## config.mk

```make
export PLATFORM = sky130hd
export DESIGN_NAME = egress_rr_arbiter
export DESIGN_NICKNAME = d
export VERILOG_FILES = /design/src/rtl/egress_rr_arbiter_pkg.sv /design/src/rtl/egress_rr_arbiter_rr_arb2.sv /design/src/rtl/egress_rr_arbiter.sv
export SDC_FILE = /design/constraint.sdc
export NUM_CORES = 1
export LEC_CHECK = 0
export BUFFER_PORTS_ARGS = -buffer_cell sky130_fd_sc_hd__buf_4
export CAP_MARGIN = 20
export CORE_UTILIZATION = 41
export DETAILED_ROUTE_END_ITERATION = 16
export PLACE_DENSITY = 0.89
export SLEW_MARGIN = 20
export SYNTH_ARGS = -nofsm -noshare
export SYNTH_HDL_FRONTEND = slang
export SYNTH_SLANG_ARGS = --single-unit
```

## constraint.sdc

```tcl
create_clock -name clk -period 1.1 [get_ports clk]
set_clock_uncertainty 0.05 [all_clocks]
set_input_delay 0.165 -clock clk [delete_from_list [all_inputs] [get_ports clk]]
set_output_delay 0.165 -clock clk [all_outputs]
set_load 0.01 [all_outputs]
```

## src/rtl/egress_rr_arbiter_pkg.sv

```systemverilog
// egress_rr_arbiter_pkg
//   Shared definitions for the egress round-robin arbiter:
//   - FSM state encoding (IDLE / ACTIVE / DRAIN)
//   - destination codes carried on dest_out and held in the arbiter pointer
//   - pop-to-valid latency of the merge pipeline
package egress_rr_arbiter_pkg;

   typedef enum logic [1:0] {
      ST_IDLE   = 2'd0,
      ST_ACTIVE = 2'd1,
      ST_DRAIN  = 2'd2
   } arb_state_e;

   localparam logic DEST_D0 = 1'b0;
   localparam logic DEST_D1 = 1'b1;

   localparam int unsigned POP_LATENCY = 2;

endpackage

```

## src/rtl/egress_rr_arbiter_rr_arb2.sv

```systemverilog
// rr_arb2
//   Two-input round-robin grant with a registered last-served pointer.
//   Ports:
//     clk    - clock
//     reset  - synchronous active-high reset; pointer set so req[0] wins first
//     req    - request vector, bit x = source x has data
//     enable - when low no grant is issued and the pointer holds
//     grant  - one-hot grant (combinational), 2'b00 when nothing granted
module rr_arb2
   import egress_rr_arbiter_pkg::*;
(
   input  logic       clk,
   input  logic       reset,
   input  logic [1:0] req,
   input  logic       enable,
   output logic [1:0] grant
);

   logic last_q;
   logic last_d;

   // Grant selection: a lone requester always wins, on contention the
   // source that was not served last wins. The pointer follows every grant.
   always_comb begin
      grant  = 2'b00;
      last_d = last_q;
      if (enable) begin
         case (req)
            2'b01:   grant = 2'b01;
            2'b10:   grant = 2'b10;
            2'b11:   grant = (last_q == DEST_D1) ? 2'b01 : 2'b10;
            default: grant = 2'b00;
         endcase
      end else begin
         grant = 2'b00;
      end
      if (grant[1]) begin
         last_d = DEST_D1;
      end else if (grant[0]) begin
         last_d = DEST_D0;
      end else begin
         last_d = last_q;
      end
   end

   // Last-served pointer register.
   always_ff @(posedge clk) begin
      if (reset) begin
         last_q <= DEST_D1;
      end else begin
         last_q <= last_d;
      end
   end

endmodule

```

## src/rtl/egress_rr_arbiter.sv

```systemverilog
// egress_rr_arbiter
//   Drains two destination FIFOs (D0, D1) into one registered output stream
//   using round-robin arbitration, with a consumer stall and per-destination
//   delivered-word counters.
//   Build option: define ARB_COUNTERS_EN to build the counters; otherwise
//   cnt_D0/cnt_D1 are tied to zero.
//   Ports:
//     clk, reset                - clock, synchronous active-high reset
//     D0_can_pop, D1_can_pop    - FIFO non-empty flags
//     D0_data_out, D1_data_out  - FIFO read data, valid the cycle after a pop
//     out_stall                 - consumer almost-full, blocks new pops
//     pop_D0, pop_D1            - combinational pop strobes (never both high)
//     data_out, valid_out, dest_out - registered merged word, 2 cycles after pop
//     cnt_D0, cnt_D1            - words delivered per destination (wrapping)
//     idle                      - no FIFO data and nothing in flight
module egress_rr_arbiter
   import egress_rr_arbiter_pkg::*;
#(
   parameter int BITNUMBER = 8,
   parameter int CNT_WIDTH = 8
)
(
   input  logic                 clk,
   input  logic                 reset,
   input  logic                 D0_can_pop,
   input  logic                 D1_can_pop,
   input  logic [BITNUMBER-1:0] D0_data_out,
   input  logic [BITNUMBER-1:0] D1_data_out,
   input  logic                 out_stall,
   output logic                 pop_D0,
   output logic                 pop_D1,
   output logic [BITNUMBER-1:0] data_out,
   output logic                 valid_out,
   output logic                 dest_out,
   output logic [CNT_WIDTH-1:0] cnt_D0,
   output logic [CNT_WIDTH-1:0] cnt_D1,
   output logic                 idle
);

   logic [1:0]           grant;
   logic                 pop_any;
   arb_state_e           state_q, state_d;
   // Stage 1: word popped last cycle, FIFO read data present this cycle.
   logic                 s1_vld_q;
   logic                 s1_dst_q;
   // Stage 2: registered output word.
   logic                 out_vld_q;
   logic                 out_dst_q;
   logic [BITNUMBER-1:0] data_q, data_d;

   rr_arb2 u_rr_arb2 (
      .clk    (clk),
      .reset  (reset),
      .req    ({D1_can_pop, D0_can_pop}),
      .enable (!reset && !out_stall),
      .grant  (grant)
   );

   assign pop_D0  = grant[0];
   assign pop_D1  = grant[1];
   assign pop_any = grant[0] | grant[1];

   // Occupancy FSM: IDLE means both pipeline stages will be empty.
   always_comb begin
      state_d = state_q;
      case (state_q)
         ST_IDLE: begin
            if (pop_any) begin
               state_d = ST_ACTIVE;
            end else begin
               state_d = ST_IDLE;
            end
         end
         ST_ACTIVE, ST_DRAIN: begin
            if (pop_any) begin
               state_d = ST_ACTIVE;
            end else if (s1_vld_q) begin
               state_d = ST_DRAIN;
            end else begin
               state_d = ST_IDLE;
            end
         end
         default: state_d = ST_IDLE;
      endcase
   end

   // Capture the FIFO read data belonging to the stage-1 word.
   always_comb begin
      data_d = data_q;
      if (s1_vld_q) begin
         if (s1_dst_q == DEST_D1) begin
            data_d = D1_data_out;
         end else begin
            data_d = D0_data_out;
         end
      end else begin
         data_d = data_q;
      end
   end

   // FSM and merge pipeline registers; reset drops any in-flight word.
   always_ff @(posedge clk) begin
      if (reset) begin
         state_q   <= ST_IDLE;
         s1_vld_q  <= 1'b0;
         s1_dst_q  <= DEST_D0;
         out_vld_q <= 1'b0;
         out_dst_q <= DEST_D0;
         data_q    <= '0;
      end else begin
         state_q   <= state_d;
         s1_vld_q  <= pop_any;
         s1_dst_q  <= pop_D1 ? DEST_D1 : DEST_D0;
         out_vld_q <= s1_vld_q;
         data_q    <= data_d;
         if (s1_vld_q) begin
            out_dst_q <= s1_dst_q;
         end else begin
            out_dst_q <= out_dst_q;
         end
      end
   end

   assign data_out  = data_q;
   assign valid_out = out_vld_q;
   assign dest_out  = out_dst_q;
   // Reset forces idle even while a FIFO reports data.
   assign idle      = reset || ((state_q == ST_IDLE) && !D0_can_pop && !D1_can_pop);

`ifdef ARB_COUNTERS_EN
   logic [CNT_WIDTH-1:0] cnt0_q, cnt1_q;

   // Delivered-word counters, bumped at the end of each valid output cycle.
   always_ff @(posedge clk) begin
      if (reset) begin
         cnt0_q <= '0;
         cnt1_q <= '0;
      end else if (out_vld_q) begin
         if (out_dst_q == DEST_D1) begin
            cnt1_q <= cnt1_q + CNT_WIDTH'(1);
         end else begin
            cnt0_q <= cnt0_q + CNT_WIDTH'(1);
         end
      end else begin
         cnt0_q <= cnt0_q;
         cnt1_q <= cnt1_q;
      end
   end

   assign cnt_D0 = cnt0_q;
   assign cnt_D1 = cnt1_q;
`else
   assign cnt_D0 = '0;
   assign cnt_D1 = '0;
`endif

endmodule

```

; ---- After elaboration in Yosys (flattened, before gate mapping)
; Index checks and enable logic that the tools add are counted.
[word_totals]
wordCells = 33
reg_bits = 15
input_bits = 21
output_inout_bits = 29
[op_classes]
eq_ne = 5
n_mux = 9
n_bitwise = 1
reduce_logical = 11
[ops]
columns = op, count
row1 = 2-bit 2-to-1 mux, 4
row2 = 8-bit 2-to-1 mux, 1
row3 = "2-bit == test, second input constant", 3
row4 = 2-bit case mux with 3 select lines, 1
row5 = "2-bit by 1-bit == test with 1-bit output, second input constant", 2
row6 = 1-bit logical NOT, 4
row7 = 2-bit case mux with 2 select lines, 1
row8 = 2-bit OR reduction, 2
row9 = 1-bit logical AND, 3
row10 = 2-bit logical NOT, 1
row11 = 1-bit 2-to-1 mux, 2
row12 = 1-bit logical OR, 1
row13 = 1-bit bitwise OR, 1

; ---- Depth between registers and ports, before layout
; Gate-level depths: netlist of the first run.
[logic_depth]
depth_word = 6
depth_mapped = 4
depth_no_buf = 4

; ---- Cells and area by module
; From an unflattened synthesis of the first run, not the netlist that was laid out.
[unflattened]
cells_unflattened = 84
hier_area_um2 = 765.7
[by_module_without_submodules]
columns = mod, area_each_um2, instances, cells_each
row1 = egress_rr_arbiter, 706.9, 1, 76
row2 = rr_arb2, 58.8, 1, 8

; ---- Worst setup path before layout of the first run
; OpenSTA, ideal clock, no wires.
[synth_path]
path_type = register to output
start = register u_rr_arb2.last_q
end = output pop_D1
path_slack_ps = 35
arrival_time_ps = 850
stages_incl_launch_ff = 2
path_cell_list = dfxtp_1 > a2111oi_1
[synth_between]
elab_chain_cells = 3
[synth_rtl]
columns = item, line
row1 = from (decl), egress_rr_arbiter_rr_arb2.sv:19  ; logic last_q;
row2 = from (signal assigned), egress_rr_arbiter_rr_arb2.sv:51  ; last_q <= last_d;
row3 = 2-bit 2-to-1 mux, egress_rr_arbiter_rr_arb2.sv:31  ; 2'b11: grant = (last_q == DEST_D1) ? 2'b01 : 2'b10;
row4 = 2-bit case mux with 3 select lines, egress_rr_arbiter_rr_arb2.sv:28  ; case (req)
row5 = 2-bit 2-to-1 mux, egress_rr_arbiter_rr_arb2.sv:27  ; if (enable) begin
row6 = to (decl), egress_rr_arbiter.sv:31  ; output logic pop_D1,
; Every way passes these cells.

; ---- Worst setup path in the final report of the first run
; Ends and elaborated chain as after synthesis.

==> results_dict.tcl, run 1 <==
set metrics [dict create \
    io_pins 50 \
    num_rows 15 \
    yosysTopAreaCell "dfxtp_1" \
    place_inst 139 \
    cts_buffers 3 \
    synth.most_common_cell "buf_4" \
    synth.avg_cell_area_um2 9.582 \
    maxCapViolCount 0 \
    yosysUniqueCellTypes 20 \
    place_congestion 0.7167 \
    met1Wirelength_um 602 \
    drive_gt1_share_pct 47.15 \
    worstPathArrival_ns 1.11 \
    path_max_fanout 3 \
    drt_iter0_drc 8 \
    wl_met2_um 940 \
    vias_per_cell 4.608 \
    start_util_pct 44.54 \
    final_cells 148 \
    die_area_um2 2095 \
    hold_violations 0 \
    coreArea_um2 1764 \
    slowest_delay_ns 0.37 \
    grt_max_degree 16 \
    crit_path_end_kind "output pin" \
    hold_class "input pin to register" \
    holdBufCountCts 0 \
    io_buffers 33 \
    dp.final_hpwl_um 1185 \
    yosysWarningCount 0 \
    drv_slew 0 \
    power.density_nw_per_um2 1030 \
    rsz0062_at_grt "true" \
    vias 682 \
    synthesis.area_um2 785.8 \
    fin_crit_sh_pct 120.6 \
    antenna_found_initial 0 \
    max_freq_ghz 0.7537 \
    startpoint_type "register" \
    p_sw_w 0.0003160 \
    clock_latency_ns 0.27 \
    die_h_um 45.78 \
    synth-edff-count 0 \
    crit_family "flip-flops" \
    path_cells "a2111oi_4 > buf_4" \
    utilization_pct 64.61 \
    finalCriticalPeriod_ns 1.327 \
    track_usage_pct 17.20 \
    ys_seq_area_share_pct 38.22 \
    clock-sinks 15 \
    path_buf_inv 1 \
    postSynth.asyncResetShare_pct 0 \
    pwr-share-comb_pct 23.6 \
    cts-htree-levels 1 \
    clkTransAtPathRegs_ns 0.08 \
    cts_tree "done" \
    seq_power_share_pct 50.3 \
    synth_top_area_share_pct 38.22 \
    synth_cells 82 \
    synth.area.top_cells "dfxtp_1, buf_4, mux2i_1" \
    setup_ws_ns -0.2268 \
    wl_met3_um 111 \
    violations "setup timing" \
    num-fill-cells 151 \
    intPower_w 0.0008585 \
    n_antenna_cell 0 \
    power.leakage_nw 0.5121 \
    gr-total-overflow 0 \
    placedInstanceArea_um2 998.5 \
    clockBufferDepth 2 \
    dr.max_layer_used "met3" \
    die_x_um 45.78 \
    cp.required_ns 0.88 \
    critPathKind "register to output pin" \
    ant_nets 0 \
    nNetsFinal 147 \
    synth-main-ff-cell "dfxtp_1" \
    grt_pass1_vias 607 \
    setup_viol 4 \
    wire_per_inst_um 11.18 \
    cts_root_buffer "clkbuf_4" \
    ir_drop_mv 0.9445 \
    first_pass_iters 3 \
    ys_ff_latch 15 \
    final_cell_area_um2 1140 \
    syn2layout_area_growth_pct 45.06 \
    yosys-top-cells-count "buf_4, dfxtp_1, nor2_1" \
    cp_slowest_cell "dfxtp_4" \
    clockPowerShare_pct 26.1 \
    status "finished, violations left" \
    post-route-drc-count 0 \
    swShare_pct 26.90 \
    wl_um 1654 \
    grt_pass1_wl_um 2525 \
]
## power by group through the flow
| stage | clock network (W) | logic (W) | registers [W] |
|---|---|---|---|
| floorplan | 0 | 0.000158 | 0.000609 |
| global placement | 0 | 0.000231 | 0.000601 |
| detailed placement | 0 | 0.000240 | 0.000601 |
| CTS | 0.000306 | 0.000263 | 0.000590 |
| global route | 0.000335 | 0.000305 | 0.000594 |
| finish | 0.000306 | 0.000277 | 0.000591 |
## placed cells by master, fill, tap and decap left out, types with 2 or more instances in the layout
| master | instances |
|---|---|
| dfxtp_2 | 2 |
| conb_1 | 16 |
| ha_4 | 2 |
| clkbuf_4 | 3 |
| buf_4 | 42 |
| nor2_1 | 10 |
| inv_1 | 2 |
| a211oi_1 | 8 |
| mux2i_1 | 9 |
| inv_2 | 2 |
| dfxtp_1 | 12 |
## flip-flops by register name, indices dropped and copies added, names as in the netlist
register and count:
data_out 8, state_q 2, dest_out 1, s1_dst_q 1, s1_vld_q 1, u_rr_arb2.last_q 1, valid_out 1
## routing by layer
layer | track usage [%] | vias up
met5 | 0 | -
met2 | 32.00 | 30
met4 | 3.529 | 0
li1 | - | 334
met3 | 6.349 | 0
met1 | 18.38 | 318
## cells by family after synthesis
| group | Yosys count | synth area share, % |
|---|---|---|
| AOI/OAI and AO/OA | 14 | 14.65 |
| adders and majority gates | 2 | 3.184 |
| buffers and inverters | 25 | 22.29 |
| DFF | 15 | 38.22 |
| muxes | 9 | 11.47 |
| other | 1 | 0.4772 |
| and+or+nand+nor | 16 | 9.714 |
## final cells by class
class / count / area, um2 / area share (%)
well taps: 25 / 31.28 / 2.744
inverters: 4 / 15.01 / 1.317
repair buffers: 43 / 326.6 / 28.65
flip-flops and latches: 15 / 306.5 / 26.89
clock buffers: 4 / 26.28 / 2.305
multi-input cells: 57 / 434.2 / 38.09
## final timing paths
| kind | startpoint | slack, ns | cells past startpoint | to |
|---|---|---|---|---|
| hold reg to reg | data_out[2]$_SDFFE_PP0P_ | 0.44 | 2 | data_out[2]$_SDFFE_PP0P_ |
| hold / removal | D0_can_pop | 0.08 | 2 | s1_dst_q$_SDFF_PP0_ |
| setup / recovery | u_rr_arb2.last_q$_SDFFE_PP1P_ | -0.23 | 2 | pop_D1 |
| setup reg to reg | state_q[0]$_SDFF_PP0_ | -0.07 | 4 | state_q[0]$_SDFF_PP0_ |
## stage by stage
| stage | TNS (ns) | hold slack [ns] | power, W | setup WS (ns) |
|---|---|---|---|---|
| global placement | 0 | 0.3379 | 0.0008317 | 0.04618 |
| finish | -0.7101 | 0.07911 | 0.001175 | -0.2268 |
| floorplan | 0 | 0.1917 | 0.0007676 | 0.03458 |
| global route | -0.8342 | 0.07608 | 0.001234 | -0.2618 |
| detailed placement | -0.04728 | 0.3520 | 0.0008408 | -0.04728 |
| CTS | -0.6487 | 0.06990 | 0.001159 | -0.2023 |
## timing repair
item,4_1_cts,5_1_grt
endpoints found under the setup margin,4,5
pin swaps,1,0
gates resized for setup,13,5
buffers inserted,4,1
Note: power is estimated with default switching activity, not from simulation.
==> run 2, diff against run 1 <==
RECOVER_POWER = 25   (was default)
==> results_dict.tcl, run 2 (synthesis results as in run 1) <==
set metrics [dict create \
    antenna_found_initial 0 \
    final_cells 148 \
    setup_viol 4 \
    place_congestion 0.7167 \
    cts_tree "done" \
    cp.required_ns 0.88 \
    place_worst_setup_slack_ns -0.04728 \
    utilization_pct 64.04 \
    path_max_fanout 3 \
    coreArea_um2 1764 \
    crit_family "flip-flops" \
    clkTransAtPathRegs_ns 0.08 \
    startpoint_type "register" \
    cts-htree-levels 1 \
    grt_pass1_vias 607 \
    r2r_cells 4 \
    crit_path_end_kind "output pin" \
    worstPathArrival_ns 1.11 \
    power.density_nw_per_um2 1034 \
    start_util_pct 44.54 \
    rsz0062_at_grt "true" \
    drv_slew 0 \
    grt_max_degree 16 \
    grt_pass1_wl_um 2525 \
    finalCriticalPeriod_ns 1.325 \
    vias_per_cell 4.608 \
    num_rows 15 \
    ir_drop_mv 0.9428 \
    track_usage_pct 17.20 \
    path_cells "a2111oi_4 > buf_4" \
    clock_latency_ns 0.27 \
    gr-total-overflow 0 \
    nNetsFinal 147 \
    final_cell_mix "buf_4, conb_1, dfxtp_1, nor2_1, mux2i_1" \
    violations "setup timing" \
    wire_per_inst_um 11.21 \
    cts_root_buffer "clkbuf_4" \
    die_area_um2 2095 \
    slowest_delay_ns 0.37 \
    drt_iter0_drc 8 \
    dp.final_hpwl_um 1185 \
    critical_path_depth 2 \
    io_buffers 33 \
    clockBufferDepth 2 \
    cp_slowest_cell "dfxtp_4" \
    critPathKind "register to output pin" \
    hold_violations 0 \
    place_inst 139 \
    maxCapViolCount 0 \
    layout_commonest_cell "buf_4" \
    largest_reg_flops 8 \
    vias 682 \
    path_buf_inv 1 \
    post-route-drc-count 0 \
    power.leakage_nw 0.5031 \
    fin_crit_sh_pct 120.5 \
    io_pins 50 \
    cts_buffers 3 \
    hold_class "input pin to register" \
    first_pass_iters 3 \
    n_antenna_cell 0 \
    drive_gt1_share_pct 45.53 \
    status "finished, violations left" \
    clock-sinks 15 \
    max_freq_ghz 0.7546 \
    holdBufCountCts 0 \
    syn2layout_area_growth_pct 43.79 \
    wl_um 1659 \
    whs_path_depth 2 \
    setup_ws_ns -0.2251 \
    die_x_um 45.78 \
    ant_nets 0 \
    die_h_um 45.78 \
]
## run 2: cell count changes in the layout (fill, tap and decap cells not counted)
cell / delta
buf_4: -3
clkbuf_1: +2
clkbuf_2: +1
## run 2: path summary, 6_finish.rpt
check / start / to / slack [ns]
max: u_rr_arb2.last_q$_SDFFE_PP1P_ / pop_D1 / -0.23
min: D0_can_pop / s1_dst_q$_SDFF_PP0_ / 0.08
max reg2reg: state_q[0]$_SDFF_PP0_ / state_q[0]$_SDFF_PP0_ / -0.07
min reg2reg: data_out[2]$_SDFFE_PP0P_ / data_out[2]$_SDFFE_PP0P_ / 0.44
## run 2: final cells by class
type / count / area (um2)
fill: 154 / 634.4
multi-input combinational: 57 / 434.2
timing repair buffer: 43 / 316.6
sequential: 15 / 306.5
tap: 25 / 31.28
clock buffer: 4 / 26.28
inverter: 4 / 15.01
## run 2: power breakdown
| group | internal (W) | switching (W) |
|---|---|---|
| combinational | 0.000141 | 0.000132 |
| sequential | 0.000573 | 0.0000185 |
| clock | 0.000140 | 0.000164 |
## run 2: through the flow
stage,TNS [ns],hold slack [ns],cell area (um2),power (W)
after floorplan,0,0.1917,842.1,0.0007676
after global placement,0,0.3379,998.5,0.0008317
after detailed placement,-0.04728,0.3520,998.5,0.0008408
after CTS,-0.6487,0.06990,1101,0.001159
after global routing,-0.8351,0.07608,1130,0.001230
final,-0.7067,0.08058,1130,0.001169
## run 2: routing by layer
metal	vias to the layer above	track usage [%]	part of all wire (%)
met4	0	3.529	0
met3	0	6.349	6.9
met2	30	32.00	57
li1	335	-	-
met1	317	18.38	37
met5	-	0	0
## run 2: what timing repair did
item	in CTS	in global routing
setup endpoints to repair	4	5
pin swaps	1	0
endpoints found under the hold margin	0	0
setup buffers	4	1
gates resized for setup	13	5
==> run 3, diff against run 2 <==
RECOVER_POWER = 100   (was 25)
clock period = 1.3 ns   (was 1.1 ns; I/O delays follow)
==> results_dict.tcl, run 3 (synthesis results as in run 1) <==
set metrics [dict create \
    wire_per_inst_um 10.64 \
    antenna_found_initial 0 \
    power.density_nw_per_um2 918.0 \
    crit_family "flip-flops" \
    critPathKind "register to output pin" \
    clockBufferDepth 2 \
    syn2layout_area_growth_pct 34.08 \
    path_max_fanout 3 \
    power.leakage_nw 0.4535 \
    clock_latency_ns 0.28 \
    worstPathArrival_ns 1.09 \
    cp_slowest_cell "dfxtp_4" \
    slowest_delay_ns 0.37 \
    die_area_um2 2095 \
    path_cells "a2111oi_4 > buf_4" \
    cp.required_ns 1.05 \
    vias 641 \
    final_cell_mix "buf_4, conb_1, clkbuf_1, dfxtp_1, nor2_1" \
    violations "setup timing" \
    largest_reg_flops 8 \
    hold_class "input pin to register" \
    cts_buffers 3 \
    io_buffers 33 \
    drv_slew 0 \
    utilization_pct 59.72 \
    dp.final_hpwl_um 1132 \
    num-fill-cells 186 \
    gr-total-overflow 0 \
    post-route-drc-count 0 \
    layout_commonest_cell "buf_4" \
    startpoint_type "register" \
    grt_max_degree 19 \
    die_x_um 45.78 \
    cts_tree "done" \
    crit_path_end_kind "output pin" \
    die_h_um 45.78 \
    track_usage_pct 16.09 \
    grt_pass1_wl_um 2283 \
    holdBufCountCts 0 \
    ant_nets 0 \
    path_buf_inv 1 \
    setup_viol 3 \
    ir_drop_mv 0.5468 \
    status "finished, violations left" \
    wl_um 1543 \
    num_rows 15 \
    io_pins 50 \
    place_worst_setup_slack_ns 0.1497 \
    setup_ws_ns -0.03797 \
    coreArea_um2 1764 \
    max_freq_ghz 0.7474 \
    fin_crit_sh_pct 102.9 \
    grt_pass1_vias 586 \
    rsz0062_at_grt "true" \
    hold_violations 0 \
    drive_gt1_share_pct 33.33 \
    cts_root_buffer "clkbuf_4" \
    finalCriticalPeriod_ns 1.338 \
    clkTransAtPathRegs_ns 0.08 \
    cts-htree-levels 1 \
    n_antenna_cell 0 \
    clock-sinks 15 \
    place_congestion 0.6703 \
    first_pass_iters 3 \
    nNetsFinal 144 \
    maxCapViolCount 0 \
    vias_per_cell 4.421 \
    start_util_pct 44.54 \
    drt_iter0_drc 5 \
]
## run 3: routing by layer
metal,part of all wire [%],vias up,GRT usage [%]
met4,1.7,0,11.76
met3,5.6,4,5.159
met1,39,283,15.09
met5,0,-,0
li1,-,328,-
met2,54,26,28.86
## run 3: what timing repair did
item,in CTS,in global routing
pin swaps,2,2
setup endpoints to repair,3,3
buffers inserted,2,2
gates resized for setup,11,4
## run 3: worst register-to-register path: stages, from the launching register on
cell     delay (ns)
dfxtp_4        0.39
nor2b_4        0.05
buf_4          0.12
buf_4          0.12
a221o_1        0.33
## run 3: through the flow
step	power (W)	TNS, ns	cell area (um2)	hold slack [ns]	std cells
after detailed placement	0.0007064	0	983.4	0.3734	137
after global placement	0.0006995	0	983.4	0.3689	137
after floorplan	0.0006495	0	842.1	0.2217	97
after global routing	0.001024	-0.2635	1054	0.1023	145
final	0.0009672	-0.1014	1054	0.1104	145
after CTS	0.0009772	-0.1667	1059	0.07907	143
## run 3: where the power goes
group	total (W)	internal (W)	switching [W]
clock	0.000260	0.000119	0.000141
combinational	0.000207	0.000101	0.000106
sequential	0.000500	0.000484	0.0000158
## run 3: cell type report
type / count / area (um2) / share of cell area [%]
repair buffers: 40 / 256.5 / 24.35
inverters: 4 / 15.01 / 1.425
well taps: 25 / 31.28 / 2.969
clock buffers: 4 / 26.28 / 2.494
flip-flops and latches: 15 / 306.5 / 29.10
multi-input cells: 57 / 417.9 / 39.67
## run 3: worst paths after layout
kind,from,to,slack [ns],cells after the start
worst max-delay path,u_rr_arb2.last_q$_SDFFE_PP1P_,pop_D1,-0.04,2
worst min-delay path,out_stall,state_q[0]$_SDFF_PP0_,0.11,2
worst max register to register,u_rr_arb2.last_q$_SDFFE_PP1P_,u_rr_arb2.last_q$_SDFFE_PP1P_,0.14,4
worst min register to register,data_out[5]$_SDFFE_PP0P_,data_out[5]$_SDFFE_PP0P_,0.44,2
